==> src/rtl/d_mux4_pkg.sv <==
// Shared types and constants for the 4-channel demux dispatcher.
package d_mux4_pkg;
  localparam int NumCh    = 4;
  localparam int ClearLen = 4;

  typedef logic [1:0] ch_sel_t;

  typedef enum logic [1:0] {
    S_IDLE  = 2'd0,
    S_RUN   = 2'd1,
    S_CLEAR = 2'd2
  } dispatch_state_e;

  function automatic ch_sel_t rr_next(input ch_sel_t cur);
    if (cur == ch_sel_t'(NumCh - 1)) begin
      rr_next = 2'd0;
    end else begin
      rr_next = cur + 2'd1;
    end
  endfunction
endpackage

==> src/rtl/d_sync_fifo.sv <==
// Synchronous FIFO with wrap-bit pointers; simultaneous push and pop allowed.
module d_sync_fifo #(
  parameter int Width = 18,
  parameter int Depth = 4
) (
  input  logic                   clk_i,
  input  logic                   rst_i,
  input  logic                   push_i,
  input  logic [Width-1:0]       data_i,
  input  logic                   pop_i,
  output logic [Width-1:0]       data_o,
  output logic [$clog2(Depth):0] count_o,
  output logic                   full_o,
  output logic                   empty_o
);
  localparam int AddrW = $clog2(Depth);
  localparam logic [AddrW:0] FullCnt = (AddrW + 1)'(Depth);
  localparam logic [AddrW:0] PtrOne  = (AddrW + 1)'(1);

  logic [AddrW:0]     wr_ptr_q, wr_ptr_d, rd_ptr_q, rd_ptr_d;
  logic [Width-1:0]   mem_q [Depth];
  logic [Width-1:0]   mem_d [Depth];
  logic               do_push_s, do_pop_s;

  assign count_o   = wr_ptr_q - rd_ptr_q;
  assign full_o    = (count_o == FullCnt);
  assign empty_o   = (wr_ptr_q == rd_ptr_q);
  assign do_push_s = push_i & ~full_o;
  assign do_pop_s  = pop_i & ~empty_o;
  assign data_o    = mem_q[rd_ptr_q[AddrW-1:0]];

  always_comb begin
    mem_d = mem_q;
    if (do_push_s) begin
      mem_d[wr_ptr_q[AddrW-1:0]] = data_i;
      wr_ptr_d = wr_ptr_q + PtrOne;
    end else begin
      wr_ptr_d = wr_ptr_q;
    end
    if (do_pop_s) begin
      rd_ptr_d = rd_ptr_q + PtrOne;
    end else begin
      rd_ptr_d = rd_ptr_q;
    end
  end

  always_ff @(posedge clk_i) begin
    if (rst_i) begin
      wr_ptr_q <= '0;
      rd_ptr_q <= '0;
      for (int i = 0; i < Depth; i++) begin
        mem_q[i] <= '0;
      end
    end else begin
      wr_ptr_q <= wr_ptr_d;
      rd_ptr_q <= rd_ptr_d;
      mem_q    <= mem_d;
    end
  end
endmodule

==> src/rtl/d_mux4_dispatch.sv <==
// Feeds the 4-way registered demux: buffers a word stream and issues one
// {sel, value} pair per cycle, addressed or round-robin, plus a zero sweep.
module d_mux4_dispatch
  import d_mux4_pkg::*;
#(
  parameter int Width = 16,
  parameter int Depth = 4
) (
  input  logic                   clk_i,
  input  logic                   rst_i,
  input  logic                   in_valid_i,
  output logic                   in_ready_o,
  input  logic [Width-1:0]       in_data_i,
  input  logic [1:0]             in_dest_i,
  input  logic                   rr_mode_i,
  input  logic                   clear_i,
  output logic [1:0]             sel_o,
  output logic [Width-1:0]       value_o,
  output logic                   issue_o,
  output logic [$clog2(Depth):0] count_o,
  output logic                   busy_o
);
  localparam int CntW = $clog2(Depth) + 1;
  localparam int EntW = Width + 2;

  dispatch_state_e  state_q, state_d;
  ch_sel_t          rr_q, rr_d, sweep_q, sweep_d, sel_q, sel_d;
  logic [Width-1:0] value_q, value_d;
  logic             issue_q, issue_d;
  logic             push_s, pop_s, full_s, empty_s, clear_start_s;
  logic [CntW-1:0]  count_s, count_nxt_s;
  logic [EntW-1:0]  head_s;

  d_sync_fifo #(.Width(EntW), .Depth(Depth)) u_fifo (
    .clk_i   (clk_i),
    .rst_i   (rst_i),
    .push_i  (push_s),
    .data_i  ({in_dest_i, in_data_i}),
    .pop_i   (pop_s),
    .data_o  (head_s),
    .count_o (count_s),
    .full_o  (full_s),
    .empty_o (empty_s)
  );

  // A clear request wins over a pop in the same cycle; queued words wait out the sweep.
  assign in_ready_o    = ~rst_i & ~full_s;
  assign push_s        = in_valid_i & in_ready_o;
  assign clear_start_s = clear_i & (state_q != S_CLEAR);
  assign pop_s         = (state_q == S_RUN) & ~clear_i & ~empty_s;
  assign count_nxt_s   = count_s + {{(CntW-1){1'b0}}, push_s} - {{(CntW-1){1'b0}}, pop_s};

  assign sel_o   = sel_q;
  assign value_o = value_q;
  assign issue_o = issue_q;
  assign count_o = count_s;
  assign busy_o  = (state_q == S_CLEAR) | (count_s != {CntW{1'b0}});

  always_ff @(posedge clk_i) begin
    if (rst_i) begin
      state_q <= S_IDLE;
    end else begin
      state_q <= state_d;
    end
  end

  always_comb begin
    state_d = state_q;
    case (state_q)
      S_IDLE, S_RUN: begin
        if (clear_i) begin
          state_d = S_CLEAR;
        end else if (count_nxt_s != {CntW{1'b0}}) begin
          state_d = S_RUN;
        end else begin
          state_d = S_IDLE;
        end
      end
      S_CLEAR: begin
        if (sweep_q != ch_sel_t'(ClearLen - 1)) begin
          state_d = S_CLEAR;
        end else if (count_nxt_s != {CntW{1'b0}}) begin
          state_d = S_RUN;
        end else begin
          state_d = S_IDLE;
        end
      end
      default: state_d = S_IDLE;
    endcase
  end

  always_comb begin
    sel_d   = sel_q;
    value_d = value_q;
    issue_d = 1'b0;
    rr_d    = rr_q;
    sweep_d = sweep_q;
    if (clear_start_s) begin
      rr_d    = 2'd0;
      sweep_d = 2'd0;
    end else if (state_q == S_CLEAR) begin
      sel_d   = sweep_q;
      value_d = {Width{1'b0}};
      issue_d = 1'b1;
      sweep_d = sweep_q + 2'd1;
    end else if (pop_s) begin
      value_d = head_s[Width-1:0];
      issue_d = 1'b1;
      if (rr_mode_i) begin
        sel_d = rr_q;
        rr_d  = rr_next(rr_q);
      end else begin
        sel_d = head_s[EntW-1 -: 2];
      end
    end else begin
      issue_d = 1'b0;
    end
  end

  always_ff @(posedge clk_i) begin
    if (rst_i) begin
      sel_q   <= 2'd0;
      value_q <= {Width{1'b0}};
      issue_q <= 1'b0;
      rr_q    <= 2'd0;
      sweep_q <= 2'd0;
    end else begin
      sel_q   <= sel_d;
      value_q <= value_d;
      issue_q <= issue_d;
      rr_q    <= rr_d;
      sweep_q <= sweep_d;
    end
  end
endmodule

==> config.mk <==
export PLATFORM = sky130hd
export DESIGN_NAME = d_mux4_dispatch
export DESIGN_NICKNAME = d
export VERILOG_FILES = /design/src/rtl/d_mux4_pkg.sv /design/src/rtl/d_sync_fifo.sv /design/src/rtl/d_mux4_dispatch.sv
export SDC_FILE = /design/constraint.sdc
export NUM_CORES = 1
export LEC_CHECK = 0
export BUFFER_PORTS_ARGS = -buffer_cell sky130_fd_sc_hd__buf_4
export CAP_MARGIN = 30
export CORE_MARGIN = 5
export CORE_UTILIZATION = 54
export CTS_CLUSTER_DIAMETER = 80
export CTS_CLUSTER_SIZE = 10
export DETAILED_ROUTE_END_ITERATION = 10
export PLACE_DENSITY = 0.73
export SKIP_CTS_REPAIR_TIMING = 1
export SLEW_MARGIN = 20
export SYNTH_ARGS = -nofsm -noshare
export SYNTH_HDL_FRONTEND = slang
export SYNTH_SLANG_ARGS = --single-unit
==> constraint.sdc <==
create_clock -name clk_i -period 11.6 [get_ports clk_i]
set_clock_uncertainty 0.2 [all_clocks]
set_input_delay 3.48 -clock clk_i [delete_from_list [all_inputs] [get_ports clk_i]]
set_output_delay 3.48 -clock clk_i [all_outputs]
set_load 0.05 [all_outputs]
==> results.sh <==
export IMPL_cts_tree="yes"
export IMPL_cp_required_ps=7920
export IMPL_globalRouteOverflowTotal=0
export IMPL_cts_root_buf="clkbuf_8"
export IMPL_relSlewSlack_pct=46.6
export IMPL_rows=33
export IMPL_finalSetupViolCount=0
export IMPL_area_growth_pct=11.9
export IMPL_maxCapViolations=0
export IMPL_synth_nets=553
export IMPL_synth_top_family_by_area="simple AND/OR/NAND/NOR gates"
export IMPL_cpMostUsedCell="buf_4"
export IMPL_hpwl_microns=6480
export IMPL_synth_seq_area_share_pct=45.7
export IMPL_layout_commonest_cell="nand2_1"
export IMPL_cts_sinks=103
export IMPL_layout_drive_gt1_share_pct=17.6
export IMPL_synth_simple_area_share_pct=18.4
export IMPL_syn_area_sq_mm=0.00452
export IMPL_cts_max_level=3
export IMPL_critPathBufInv=2
export IMPL_crit_path_start_kind="input port"
export IMPL_tightest_slew_ps=800
export IMPL_viasPerCell=5.58
export IMPL_track_usage_pct=21.0
export IMPL_muxShareOfSynthArea_pct=9.39
export IMPL_routedWlPerCell_microns=15.9
export IMPL_hold_class="flip-flop to flip-flop"
export IMPL_io_pins=47
export IMPL_diodes=0
export IMPL_hold_viol=0
export IMPL_fp_coreArea_sq_mm=0.00818
export IMPL_synth_compound_area_share_pct=14.8
export IMPL_synth_cell_types=37
export IMPL_synthesis_instances=517
export IMPL_crit_fanout=16
export IMPL_async_reset_ff_share_pct=0
export IMPL_path_class="input port to output port"
export IMPL_fin_crit_sh_pct=66.4
export IMPL_cellPowerDensity_mw_per_mm2=142
export IMPL_ant_nets=0
export IMPL_vias=3639
export IMPL_dp_cells=636
export IMPL_critPathTopFamily="buffers and inverters"
export IMPL_hold_slack_ps=257
export IMPL_synthXorXnorAreaFrac_pct=2.08
export IMPL_ir_drop_mv=0.0702
export IMPL_die_w_microns=101
export IMPL_slowest_stage="buf_4"
export IMPL_yosysWarningCount=0
export IMPL_final_cells=652
export IMPL_clkTransAtPathRegs_ps=100
export IMPL_layout_common_cells="nand2_1 (178), dfxtp_1 (103), a21oi_1 (91)"
export IMPL_rsz0062_at_grt="no"
export IMPL_clkLatencyLatePin_ps=370
export IMPL_layout_min_cycle_time_ps=7700
export IMPL_antenna_found_initial=0
export IMPL_final_core_util_pct=61.8
export IMPL_slowest_delay_ps=220
export IMPL_synth_main_ff_cell="dfxtp_1"
export IMPL_die_h_microns=101
export IMPL_initial_utilization_pct=55.2
export IMPL_synth_edf_count=0
export IMPL_grt_max_degree=97
export IMPL_dieArea_sq_mm=0.0103
export IMPL_placed_area_sq_mm=0.00481
export IMPL_io_buffers=46
export IMPL_synth_fa_ha_area_share_pct=3.93
export IMPL_first_pass_iters=4
export IMPL_arrival_ps=4020
export IMPL_synth_seq_cells=103
export IMPL_dr_first_iter_drc_count=238
export IMPL_status="complete, no violations"
export IMPL_design_area_sq_mm=0.00505
export IMPL_gp_congestion=0.810
export IMPL_power_leakage_nw=1.85
export IMPL_max_freq_ghz=0.130
export IMPL_avgSynthCellArea_sq_um=8.74
export IMPL_cp_cell_sequence="buf_4, a21oi_1, buf_4"
export IMPL_cts_buffers=9
export IMPL_crit_path_end_kind="output port"
export IMPL_drt_wl_total_microns=10400
export IMPL_fin_tns_setup_ps=0
export IMPL_finalMaxSlewViolations=0
export IMPL_final_nets=579
export IMPL_cts_path_max_buffers=2
export IMPL_route_detailed_drc=0
export IMPL_grt_pass1_wl_microns=17000
export IMPL_grt_pass1_vias=3497
-- area by class of cell --
| class | instances | area, sq um |
|---|---|---|
| inverters | 11 | 46.3 |
| fillers | 717 | 3120 |
| clock inverters | 5 | 82.6 |
| well taps | 105 | 131 |
| clock buffers | 10 | 138 |
| repair buffers | 50 | 395 |
| multi-input cells | 368 | 2200 |
| flip-flops and latches | 103 | 2060 |
-- sequential cells by signal (all words and copies together), names as in the netlist --
signal	cells
u_fifo.mem_q	72
value_o	16
u_fifo.rd_ptr_q	3
u_fifo.wr_ptr_q	3
rr_q	2
sel_o	2
state_q	2
sweep_q	2
issue_o	1
-- cells by family after synthesis --
| group | Yosys count |
|---|---|
| fa+ha+maj | 13 |
| compound gates | 114 |
| flops | 103 |
| xor+xnor | 9 |
| buf+inv | 46 |
| mux | 21 |
| simple gates | 211 |
-- cells in the mapped netlist, types with 4 or more instances --
master / n / area, sq um
nand2_1: 178 / 668
dfxtp_1: 103 / 2060
a21oi_1: 91 / 455
clkbuf_1: 21 / 78.8
mux4_2: 17 / 383
ha_1: 11 / 138
nand3_1: 11 / 55.1
nor2_1: 11 / 41.3
inv_1: 10 / 37.5
buf_2: 6 / 30.0
a21o_1: 5 / 37.5
a21oi_2: 5 / 43.8
buf_6: 5 / 56.3
xnor2_1: 5 / 43.8
a21oi_4: 4 / 65.1
-- through the flow --
stage          total power [mW]  setup WS, ps
2_1_floorplan             0.455          3340
3_3_place_gp              0.476          3380
3_5_place_dp              0.480          3370
4_1_cts                   0.724          3360
5_1_grt                   0.750          3870
6_report                  0.719          3900
-- worst paths after layout --
check,slack [ps],to,start,depth (start not counted)
worst max-delay path,3900,in_ready_o,rst_i,3
worst max register to register,8040,state_q[0]$_SDFF_PP0_,u_fifo.rd_ptr_q[1]$_SDFFE_PP0P_,14
worst min-delay path,260,u_fifo.mem_q[24]$_SDFFE_PP0P_,u_fifo.mem_q[24]$_SDFFE_PP0P_,2
worst min register to register,260,u_fifo.mem_q[24]$_SDFFE_PP0P_,u_fifo.mem_q[24]$_SDFFE_PP0P_,2
-- per-layer routing --
metal  vias to the layer above  global-route usage (%)  share of wire [%]
met5                         -                       0                  0
met4                         0                    6.65                1.7
met3                        19                    5.79                6.8
met2                       111                    35.4                 48
met1                      1732                    26.3                 43
li1                       1777                       -                  -
-- power by group --
part / internal [mW] / switching [mW] / total (mW)
combinational: 0.0345 / 0.0647 / 0.0993
sequential: 0.367 / 0.00730 / 0.374
clock: 0.127 / 0.119 / 0.246
-- worst register-to-register path, stage by stage (launching register included) --
cell and delay (ps):
dfxtp_1 370, buf_4 350, inv_1 90, ha_1 290, nand2_1 80, o21ai_1 160, inv_1 380, ha_1 450
inv_1 40, ha_1 180, fa_1 380, xor2_1 160, xnor2_1 130, nor3_1 140, nor3_1 70
Power figures use the tool's default switching activity.
